<file path="src/rtl/emif_wr_frontend.sv">
`timescale 1ns/1ps
// EMIF write front end: synchronises and filters the async EMIF strobes,
// latches address/data and produces a clean write window plus debug stats.
module emif_wr_frontend #(
    parameter int FILTER_LEN = 3,
    parameter int MIN_ACTIVE = 6,
    parameter int TIMEOUT    = 1023,
    parameter int ADDR_W     = 13,
    parameter int DATA_W     = 16
) (
    input  logic              clk,
    input  logic              rst,
    input  logic              emif_ce_n,
    input  logic              emif_we_n,
    input  logic [ADDR_W-1:0] emif_addr,
    input  logic [DATA_W-1:0] emif_data,
    input  logic              err_clr,
    output logic              wr_en,
    output logic [ADDR_W-1:0] wr_addr,
    output logic [DATA_W-1:0] wr_data,
    output logic [15:0]       wr_count,
    output logic [7:0]        glitch_cnt,
    output logic              short_err,
    output logic              timeout_err
);

    localparam int FW = $clog2(FILTER_LEN + 1);
    localparam int AW = $clog2(TIMEOUT + 1);

    localparam logic [FW-1:0] FILT_LAST = FW'(FILTER_LEN - 1);
    localparam logic [FW-1:0] FILT_ONE  = FW'(1);
    localparam logic [AW-1:0] ACT_MAX   = AW'(TIMEOUT);
    localparam logic [AW-1:0] ACT_MIN   = AW'(MIN_ACTIVE);

    typedef enum logic [2:0] {
        S_IDLE,
        S_QUAL,
        S_ACTIVE,
        S_RELEASE,
        S_FAULT
    } state_t;

    state_t state, state_d;

    logic              ce_s1, ce_s2;
    logic              we_s1, we_s2;
    logic [DATA_W-1:0] data_s1;
    logic              strobe_s;

    logic [FW-1:0]     filt_cnt, filt_d;
    logic [AW-1:0]     act_cnt, act_d;
    logic [ADDR_W-1:0] addr_d;
    logic [15:0]       count_d;
    logic [7:0]        glitch_d;
    logic              short_d, timeout_d;
    logic              glitch_inc, short_set, timeout_set;

    // Two-flop synchronisers for the strobes and the data bus.
    always_ff @(posedge clk or posedge rst) begin
        if (rst) begin
            ce_s1   <= 1'b1;
            ce_s2   <= 1'b1;
            we_s1   <= 1'b1;
            we_s2   <= 1'b1;
            data_s1 <= '0;
            wr_data <= '0;
        end else begin
            ce_s1   <= emif_ce_n;
            ce_s2   <= ce_s1;
            we_s1   <= emif_we_n;
            we_s2   <= we_s1;
            data_s1 <= emif_data;
            wr_data <= data_s1;
        end
    end

    assign strobe_s = ~ce_s2 & ~we_s2;

    // Window FSM state, filter/active counters, latched address and stats.
    always_ff @(posedge clk or posedge rst) begin
        if (rst) begin
            state       <= S_IDLE;
            filt_cnt    <= '0;
            act_cnt     <= '0;
            wr_addr     <= '0;
            wr_count    <= '0;
            glitch_cnt  <= '0;
            short_err   <= 1'b0;
            timeout_err <= 1'b0;
        end else begin
            state       <= state_d;
            filt_cnt    <= filt_d;
            act_cnt     <= act_d;
            wr_addr     <= addr_d;
            wr_count    <= count_d;
            glitch_cnt  <= glitch_d;
            short_err   <= short_d;
            timeout_err <= timeout_d;
        end
    end

    // Next-state logic; a set/increment in the same cycle as err_clr wins.
    always_comb begin
        state_d     = state;
        filt_d      = filt_cnt;
        act_d       = act_cnt;
        addr_d      = wr_addr;
        count_d     = wr_count;
        glitch_inc  = 1'b0;
        short_set   = 1'b0;
        timeout_set = 1'b0;

        unique case (state)
            S_IDLE: begin
                if (strobe_s) begin
                    state_d = S_QUAL;
                    filt_d  = FILT_ONE;
                end
            end
            S_QUAL: begin
                if (!strobe_s) begin
                    state_d    = S_IDLE;
                    glitch_inc = 1'b1;
                end else if (filt_cnt == FILT_LAST) begin
                    state_d = S_ACTIVE;
                    act_d   = '0;
                    addr_d  = emif_addr;
                end else begin
                    filt_d = filt_cnt + 1'b1;
                end
            end
            S_ACTIVE: begin
                if (!strobe_s) begin
                    state_d = S_RELEASE;
                    filt_d  = FILT_ONE;
                end else if (act_cnt == ACT_MAX) begin
                    state_d     = S_FAULT;
                    timeout_set = 1'b1;
                    filt_d      = '0;
                end else begin
                    act_d = act_cnt + 1'b1;
                end
            end
            S_RELEASE: begin
                if (strobe_s) begin
                    state_d = S_ACTIVE;
                end else if (filt_cnt == FILT_LAST) begin
                    state_d = S_IDLE;
                    if (act_cnt < ACT_MIN) begin
                        short_set = 1'b1;
                    end else begin
                        count_d = wr_count + 16'd1;
                    end
                end else begin
                    filt_d = filt_cnt + 1'b1;
                end
            end
            S_FAULT: begin
                if (strobe_s) begin
                    filt_d = '0;
                end else if (filt_cnt == FILT_LAST) begin
                    state_d = S_IDLE;
                end else begin
                    filt_d = filt_cnt + 1'b1;
                end
            end
            default: begin
                state_d = S_IDLE;
            end
        endcase

        if (err_clr) begin
            glitch_d = glitch_inc ? 8'd1 : 8'd0;
        end else if (glitch_inc && glitch_cnt != 8'hFF) begin
            glitch_d = glitch_cnt + 8'd1;
        end else begin
            glitch_d = glitch_cnt;
        end

        short_d   = short_set | (short_err & ~err_clr);
        timeout_d = timeout_set | (timeout_err & ~err_clr);
    end

    // Write window is decoded straight from the state register.
    assign wr_en = (state == S_ACTIVE) || (state == S_RELEASE);

endmodule

</file>
<file path="config.mk">
export PLATFORM = sky130hd
export DESIGN_NAME = emif_wr_frontend
export DESIGN_NICKNAME = d
export VERILOG_FILES = /design/src/rtl/emif_wr_frontend.sv
export SDC_FILE = /design/constraint.sdc
export NUM_CORES = 1
export LEC_CHECK = 0
export CAP_MARGIN = 0
export CORE_MARGIN = 4
export CORE_UTILIZATION = 53
export CTS_CLUSTER_DIAMETER = 80
export DETAILED_ROUTE_END_ITERATION = 12
export PLACE_DENSITY = 0.85
export SETUP_SLACK_MARGIN = 0.4
export SLEW_MARGIN = 40
export SYNTH_ARGS = -nofsm -noshare
export SYNTH_HDL_FRONTEND = slang
export SYNTH_SLANG_ARGS = --single-unit
</file>
<file path="constraint.sdc">
create_clock -name clk -period 6.6 [get_ports clk]
set_clock_uncertainty 0.2 [all_clocks]
set_input_delay 1.32 -clock clk [delete_from_list [all_inputs] [get_ports clk]]
set_output_delay 1.32 -clock clk [all_outputs]
set_load 0.005 [all_outputs]
</file>
==> results.yml, run 1 <==
synth:
  synth_top_family_by_area: "simple AND/OR/NAND/NOR gates"
  synthArstFlopShare: 1.000
  ys_ff_latch: 90
  synth_xor_area_frac: 0.03811
  synthesis.instances: 296
  synth_mux_area_frac: 0.05954
  synth_top_area_frac: 0.5852
  syn_area_sq_um: 3677
  synth_compound_area_frac: 0.07145
  synth-seq-area-share: 0.6138
  syn_nets: 335
  synthTopCellsByArea: "dfrtp_1 59%, mux2_2 4.6%, dfstp_2 2.9%, nand3_1 2.4%, xnor2_1 2.1%"
  synthAdderAreaFrac: 0.01701
  synth_flop_cell: "dfrtp_1"
  synth_edf_count: 0
  yosys.area_share.simple: 0.1769
  yosysWarnings: 0
  yosys.area.top_type: "dfrtp_1"
  syn_area_per_cell_sq_um: 12.42
  synth.distinct_cells: 54
cts:
  postCtsResizedCells: 0
  path_clk_slew_ns: 0.10
  cts_setup_buffers: 0
  htreeDepth: 3
  cts_buffer_depth: 2
  ctsHoldBuffers: 0
  clock_sinks: 90
  cts-root-buf: "clkbuf_8"
  cts_tree: "done"
  cts-buffers-inserted: 9
  clock_latency_ns: 0.36
finish:
  drive_gt1_frac: 0.1199
  post-route-util: 0.7124
  diodes: 0
  finalNetCount: 426
  area_growth_pct: 30.89
worst_setup_path:
  r2r_setup_slack_ns: 4.13
  reg2reg_to: "act_cnt[7]$_DFFE_PP0P_"
  cp_max_fo: 10
  r2r_cells: 4
  path_depth: 2
  critical_path.top_delay_family: "buffers and inverters"
  crit_chain: "nor2b_1, clkdlybuf4s50_1"
  crit_path_end_kind: "primary output"
  worst_ep_required_time_ns: 5.08
  cp_num_buf_inv: 1
  cpPeakStageDelay_ns: 0.52
  worstReg2RegStart: "state[1]$_DFFE_PP0P_"
  crit_end: "wr_en"
  start_kind: "flip-flop"
  critPathKind: "flip-flop to primary output"
  crit_path_top_delay_cell: "clkdlybuf4s50_1"
  worstPathArrival_ns: 1.55
  startpoint: "state[2]$_DFFE_PP0P_"
hold_path:
  min_from: "data_s1[14]$_DFF_PP0_"
  hp-class: "flip-flop to flip-flop"
floorplanning:
  start_util: 0.5443
  rows: 30
  die_w_microns: 91.30
  die_height_microns: 91.30
  core_sq_um: 6756
  io_pins: 90
  die_area_sq_um: 8335
power:
  finalPower_w: 0.001251
  power_density_nw_per_um2: 259.8
  power.leakage_nw: 2.096
  netSwitchingFraction: 0.2841
  combPwrFrac: 0.195
  internal_power_w: 0.0008953
  seqPwrFrac: 0.525
  p_sw_w: 0.0003553
  vdd_drop_max_mv: 0.2240
  clock_power_share: 0.280
sta:
  rsz0062_at_grt: "false"
  slew_viol_final: 0
  tns_ns: 0
  worst_pin_slew_ns: 0.7713
  relSlewSlack: 0.4853
  finalHoldViolCount: 0
  fin_crit_sh: 0.4658
  worst_slack_ns: 3.526
  finalSetupViolations: 0
  fin_crit_ns: 3.074
  fmax_ghz: 0.3253
  holdWs_ns: 0.1502
placed_design:
  pre_cts_ws_ns: 3.864
  hpwlAfterDp_microns: 5878
  globalplace.congestion: 0.8454
  port_buffers: 89
global_routing:
  grt.overflow.total: 0
  grt_first_pass_wirelength_microns: 13280
  grt_pass1_vias: 2710
  grt_use_total: 0.2038
  grt_max_degree: 82
  antenna_found_initial: 0
routing:
  vias: 2638
  avgRoutedWirePerCell_microns: 17.02
  drc: 0
  drtIter0Drc: 130
  final_antenna_net_count: 0
  wirelength_microns: 8035
  viasPerCell: 5.589
  firstDrtPassIters: 4
run:
  cap_violations: 0
status:
  status: "finished, final reports clean"
## sequential cells by signal (all words and copies together), names as in the netlist
signal,count
glitch_cnt,8
short_err,1
data_s1,16
filt_cnt,2
we_s1,1
timeout_err,1
wr_count,16
wr_addr,13
wr_data,16
ce_s1,1
we_s2,1
act_cnt,10
ce_s2,1
state,3
## synth_stat cells, drive strengths merged (2+ instances only)
| library cell | n |
|---|---|
| nor2 | 12 |
| and4 | 6 |
| xnor2 | 9 |
| clkbuf | 6 |
| dfrtp | 86 |
| mux2i | 5 |
| and2 | 3 |
| nor3 | 13 |
| a21boi | 2 |
| xor2 | 7 |
| or3b | 2 |
| nor3b | 4 |
| a211oi | 2 |
| nand4 | 8 |
| mux2 | 15 |
| a31oi | 5 |
| nor2b | 3 |
| nand2b | 4 |
| o211ai | 2 |
| dfstp | 4 |
| nand3b | 3 |
| a21oi | 7 |
| inv | 9 |
| ha | 5 |
| o22ai | 2 |
| buf | 4 |
| nand2 | 13 |
| and3 | 9 |
| a221o | 2 |
| o21ai | 10 |
| nand3 | 18 |
| nor4 | 4 |
## worst min-delay path by stage
stage                             to  slack (ns)  cells after the start
6_report       wr_data[14]$_DFF_PP0_        0.15                      0
3_3_place_gp    wr_data[8]$_DFF_PP0_        0.13                      0
3_5_place_dp   wr_data[14]$_DFF_PP0_        0.14                      0
4_1_cts        wr_data[14]$_DFF_PP0_        0.15                      0
5_1_grt        wr_data[14]$_DFF_PP0_        0.15                      0
2_1_floorplan   wr_data[0]$_DFF_PP0_        0.13                      0
## cells by family (layout without fill, tap and decap cells)
group,count (synthesis),count (layout)
DFF,90,90
and+or+nand+nor,106,106
buffers and inverters,19,115
muxes,20,20
AOI/OAI and AO/OA,40,40
adders and majority gates,5,5
xor gates and xnor gates,16,16
## layout make-up
class,instances,area [sq um]
well taps,80,100.1
fillers,453,1943
inverters,9,35.03
flip-flops and latches,90,2257
multi-input cells,187,1335
clock buffers,9,123.9
clock inverters,7,60.06
repair buffers,90,902.1
## layout by cell type, fill, tap and decap left out, types with 3 or more instances in the layout
cell type	Yosys	final
a21oi_1	7	7
dfstp_2	4	4
clkbuf_8	0	9
and3_1	9	9
and2_1	3	3
a31oi_1	5	5
o21ai_0	9	9
nand4_1	8	8
nand2b_1	4	4
nand2_1	13	13
mux2_2	15	15
mux2i_1	5	5
nor4_1	3	3
nor3_2	3	3
clkdlybuf4s50_1	0	89
xor2_1	7	7
xnor2_1	9	9
nand3_1	18	18
ha_1	5	5
dfrtp_1	86	86
nor3_1	10	10
inv_1	9	8
and4_1	6	6
nor2_1	11	11
nor2b_1	3	3
## power by group through the flow
stage	clock, W	sequential (W)	combinational [W]
floorplan	0	0.000651	0.000144
global placement	0	0.000663	0.000239
detailed placement	0	0.000667	0.000247
CTS	0.000358	0.000657	0.000248
global route	0.000385	0.000664	0.000268
finish	0.000350	0.000656	0.000244
## through the flow
stage | cell area, sq um | instances
finish | 4813 | 472
global route | 4813 | 472
CTS | 4813 | 472
detailed placement | 4629 | 456
global placement | 4626 | 456
floorplan | 3677 | 296
## worst reg2reg max path, delay by kind of cell, from the launching register on
| kind | cells | cell delay [ns] |
|---|---|---|
| and+or+nand+nor | 2 | 1.12 |
| AOI/OAI and AO/OA | 2 | 0.58 |
| DFF | 1 | 0.46 |
## layer usage
| layer | vias to the layer above | part of all wire | GRT usage | routed length, microns |
|---|---|---|---|---|
| met3 | 11 | 0.091 | 0.08534 | 730 |
| li1 | 1249 | - | - | - |
| met4 | 0 | 0.018 | 0.07161 | 147 |
| met2 | 98 | 0.50 | 0.3317 | 3997 |
| met5 | - | 0 | 0 | 0 |
| met1 | 1280 | 0.39 | 0.2432 | 3159 |
(Power assumes the default switching activity.)
==> run 2: changes to the inputs <==
Settings changed: CORE_UTILIZATION 53 to 49, PLACE_DENSITY 0.85 to 0.79.
Clock period 6.6 ns to 2.9 ns, I/O delays scaled along.
==> results.yml, run 2 (synthesis results as in run 1) <==
status:
  status: "finished, final reports clean"
global_routing:
  gr-usage-met1: 0.2272
  grt_first_pass_wirelength_microns: 12030
  grtUsageMet3: 0.08127
  antenna_found_initial: 0
  grt.overflow.total: 0
  grt-busiest-layer: "met2"
  grt_use_total: 0.1752
  grt_pass1_vias: 2546
  use_met2: 0.2554
  grt_max_degree: 73
routing:
  avgRoutedWirePerCell_microns: 14.99
  drc: 0
  viasPerCell: 5.307
  vias: 2611
  final_antenna_net_count: 0
  wirelength_microns: 7374
  drtIter0Drc: 149
  firstDrtPassIters: 4
cts:
  cts-root-buf: "clkbuf_8"
  cts_buffer_depth: 2
  clock_sinks: 90
  ctsHoldBuffers: 0
  postCtsResizedCells: 0
  cts_setup_buffers: 0
  cts-buffers-inserted: 9
  path_clk_slew_ns: 0.08
  cts_tree: "done"
  clock_latency_ns: 0.35
  htreeDepth: 3
worst_setup_path:
  start_kind: "flip-flop"
  crit_chain: "nor2b_1, clkdlybuf4s50_1"
  worst_ep_required_time_ns: 2.12
  cpPeakStageDelay_ns: 0.53
  worstReg2RegStart: "state[0]$_DFFE_PP0P_"
  crit_path_end_kind: "primary output"
  critPathKind: "flip-flop to primary output"
  cp_max_fo: 10
  startpoint: "state[2]$_DFFE_PP0P_"
  r2r_cells: 4
  reg2reg_to: "act_cnt[9]$_DFFE_PP0P_"
  r2r_setup_slack_ns: 0.80
  worstPathArrival_ns: 1.59
  crit_path_top_delay_cell: "clkdlybuf4s50_1"
power:
  power.leakage_nw: 2.113
  power_density_nw_per_um2: 606.7
  vdd_drop_max_mv: 0.3424
finish:
  area_growth_pct: 33.04
  post-route-util: 0.6709
  final_cell_mix: "89 x clkdlybuf4s50_1, 86 x dfrtp_1, 18 x nand3_1, 15 x mux2_2, 13 x nand2_1"
  reg.largest.list: "data_s1 (16), wr_count (16), wr_data (16)"
  diodes: 0
  final_common_cell: "clkdlybuf4s50_1"
  drive_gt1_frac: 0.1170
  finalNetCount: 427
floorplanning:
  die_area_sq_um: 8955
  core_sq_um: 7292
  start_util: 0.5043
  io_pins: 90
  die_height_microns: 94.63
  rows: 31
  die_w_microns: 94.63
placed_design:
  port_buffers: 89
  hpwlAfterDp_microns: 5275
  globalplace.congestion: 0.9527
  pre_cts_ws_ns: 0.8140
sta:
  finalSetupViolations: 0
  worst_slack_ns: 0.5345
  tns_ns: 0
  worst_pin_slew_ns: 0.4939
  fin_crit_sh: 0.8157
  rsz0062_at_grt: "false"
  holdWs_ns: 0.1507
  relSlewSlack: 0.6707
  slew_viol_final: 0
  fin_crit_ns: 2.366
  fmax_ghz: 0.4227
  finalHoldViolCount: 0
hold_path:
  min_from: "data_s1[10]$_DFF_PP0_"
  worstHoldEndpoint: "wr_data[10]$_DFF_PP0_"
  whs_path_depth: 0
  hp-class: "flip-flop to flip-flop"
run:
  cap_violations: 0
run 2: cell count changes in the layout (fill, tap and decap cells not counted), sizes merged:
cell,change
buf,+1
bufinv,+2
clkbuf,+3
clkinv,-2
clkinvlp,+1
inv,-4
run 2: worst max-delay path by stage:
stage	end	slack, ns	cells after the start
3_5_place_dp	act_cnt[9]$_DFFE_PP0P_	0.81	4
6_report	wr_en	0.53	2
4_1_cts	wr_en	0.51	2
5_1_grt	wr_en	0.45	2
2_1_floorplan	filt_cnt[0]$_DFFE_PP0P_	0.97	6
3_3_place_gp	act_cnt[7]$_DFFE_PP0P_	0.86	5
run 2: metrics by stage:
step                cells  cell area (sq um)  power [W]
global placement      476               4672   0.002060
global route          492               4892   0.003128
detailed placement    476               4672   0.002081
CTS                   492               4892   0.003009
floorplan             296               3681   0.001810
finish                492               4892   0.002968
run 2: routing by layer:
metal  share of wire  vias to the layer above
met3            0.10                       10
met2            0.46                       94
met1            0.42                     1251
li1                -                     1256
met4           0.015                        0
met5               0                        -
run 2: critical path: cells and delay by family (launching register included):
kind	cells	cell delay [ns]
buf+inv	1	0.53
simple gates	1	0.21
flops	1	0.51
run 2: area by class of cell:
| cell class | count | area (sq um) |
|---|---|---|
| Multi-Input combinational cell | 187 | 1335 |
| Timing Repair Buffer | 91 | 918.4 |
| Tap cell | 99 | 123.9 |
| Fill cell | 578 | 2400 |
| Inverter | 9 | 37.54 |
| Sequential cell | 90 | 2257 |
| Clock inverter | 4 | 75.07 |
| Clock buffer | 12 | 145.1 |
run 2: power breakdown:
| part | internal [W] | switching (W) |
|---|---|---|
| clock network | 0.000510 | 0.000408 |
| registers | 0.00138 | 0.000114 |
| logic | 0.000333 | 0.000224 |
==> run 3: changes to the inputs <==
Settings changed: CORE_UTILIZATION 49 to 44, PLACE_DENSITY 0.79 to 0.75.
Clock period 2.9 ns to 2 ns, I/O delays scaled along.
==> results.yml, run 3 (synthesis results as in run 1) <==
finish:
  stdcell_area_sq_um: 5645
  register_area_sq_um: 2271
  post-route-util: 0.6905
  multi_input_area_sq_um: 1627
  diodes: 0
  area_growth_pct: 53.52
  reg.largest.list: "data_s1 (16), wr_count (16), wr_data (16)"
  finalNetCount: 496
  drive_gt1_frac: 0.4502
  final_cell_mix: "75 x dfrtp_1, 54 x buf_4, 33 x clkdlybuf4s50_1, 20 x clkbuf_2"
  fillCellCount: 563
  final_common_cell: "dfrtp_1"
global_routing:
  grt_use_total: 0.1997
  antenna_found_initial: 0
  grt.overflow.total: 0
  grt_pass1_vias: 3168
  grt_max_degree: 25
  grt_first_pass_wirelength_microns: 15460
power:
  finalPower_w: 0.004714
  vdd_drop_max_mv: 0.6383
  power.leakage_nw: 2.643
  power_density_nw_per_um2: 835.1
floorplanning:
  die_w_microns: 99.42
  die_area_sq_um: 9884
  die_height_microns: 99.42
  rows: 33
  core_sq_um: 8175
  io_pins: 90
  start_util: 0.4498
sta:
  fin_crit_sh: 0.9375
  worst_pin_slew_ns: 0.4554
  finalHoldViolCount: 0
  relSlewSlack: 0.6943
  slew_viol_final: 0
  rsz0062_at_grt: "true"
  worst_slack_ns: 0.1249
  fin_crit_ns: 1.875
  tns_ns: 0
  finalSetupViolations: 0
  fmax_ghz: 0.5333
worst_setup_path:
  worst_ep_required_time_ns: 2.09
  cp_max_fo: 6
  worstPathArrival_ns: 1.97
  crit_path_end_kind: "flip-flop"
  start_kind: "flip-flop"
  critPathKind: "flip-flop to flip-flop"
cts:
  htreeDepth: 3
  cts-buffers-inserted: 9
  cts-root-buf: "clkbuf_8"
  path_clk_slew_ns: 0.10
  cts_tree: "done"
  clock_sinks: 90
  ctsHoldBuffers: 0
  cts_buffer_depth: 2
  clock_latency_ns: 0.36
routing:
  drc: 0
  drtIter0Drc: 170
  firstDrtPassIters: 4
  final_antenna_net_count: 0
  vias: 3000
  wirelength_microns: 9616
  viasPerCell: 5.291
  avgRoutedWirePerCell_microns: 16.96
placed_design:
  pre_cts_ws_ns: 0.1313
  port_buffers: 89
  hpwlAfterDp_microns: 6106
  globalplace.congestion: 0.9032
  dpl-instance-area_sq_um: 4913
status:
  status: "finished, final reports clean"
run:
  cap_violations: 0
hold_path:
  hp-class: "flip-flop to flip-flop"
run 3: cell count changes in the layout (fill, tap and decap cells not counted), sizes merged:
cell / previous run / this run
buf: 2 / 88
bufinv: 2 / 1
clkbuf: 12 / 29
clkdlybuf4s15: 0 / 19
clkdlybuf4s50: 89 / 33
clkinv: 0 / 3
clkinvlp: 3 / 1
inv: 8 / 11
run 3: stage by stage:
stage | hold slack (ns) | instances
6_report | 0.1494 | 567
5_1_grt | 0.1656 | 567
4_1_cts | 0.1572 | 554
3_5_place_dp | 0.1347 | 494
3_3_place_gp | 0.1315 | 494
2_1_floorplan | 0.1312 | 296
run 3: critical path: stages, from the launching register on:
cell and delay (ns):
dfrtp_1 0.38, inv_2 0.08, ha_4 0.17, nand3b_4 0.14, or3b_4 0.50, nor4_4 0.16
xor2_1 0.17
run 3: worst paths after layout:
check,start,to,slack [ns],cells after the start
worst max-delay path,filt_cnt[0]$_DFFE_PP0P_,wr_count[15]$_DFFE_PP0P_,0.12,6
worst min-delay path,data_s1[5]$_DFF_PP0_,wr_data[5]$_DFF_PP0_,0.15,0
worst max register to register,filt_cnt[0]$_DFFE_PP0P_,wr_count[15]$_DFFE_PP0P_,0.12,6
worst min register to register,data_s1[5]$_DFF_PP0_,wr_data[5]$_DFF_PP0_,0.15,0
max in group asynchronous,rst,we_s2$_DFF_PP1_,0.86,3
min in group asynchronous,rst,wr_addr[7]$_DFFE_PP0P_,0.17,2
run 3: layout make-up:
cell class / count / area share
clock buffers: 9 / 0.02194
clock inverters: 7 / 0.01684
inverters: 9 / 0.006649
multi-input cells: 187 / 0.2881
flip-flops and latches: 90 / 0.4023
well taps: 105 / 0.02327
repair buffers: 160 / 0.2409
run 3: timing repair:
action | 4_1_cts | 5_1_grt
hold endpoints to repair | 0 | 0
resized for setup | 175 | 58
pin swaps | 17 | 18
setup buffers | 44 | 13
setup endpoints to repair | 106 | 84
gates cloned | 0 | 0
run 3: routing by layer:
| metal | share of wire | vias to the layer above | GRT usage |
|---|---|---|---|
| met4 | 0.025 | 0 | 0.08613 |
| met1 | 0.39 | 1479 | 0.2409 |
| met2 | 0.52 | 114 | 0.3321 |
| met5 | 0 | - | 0 |
| met3 | 0.065 | 18 | 0.06031 |
| li1 | - | 1389 | - |
run 3: report_power, final:
| part | switching, W | leakage [nW] | internal [W] |
|---|---|---|---|
| logic | 0.000560 | 1.39 | 0.000699 |
| clock network | 0.000720 | 0.111 | 0.000614 |
| registers | 0.000116 | 1.14 | 0.00201 |
| total | 0.00140 | 2.64 | 0.00332 |
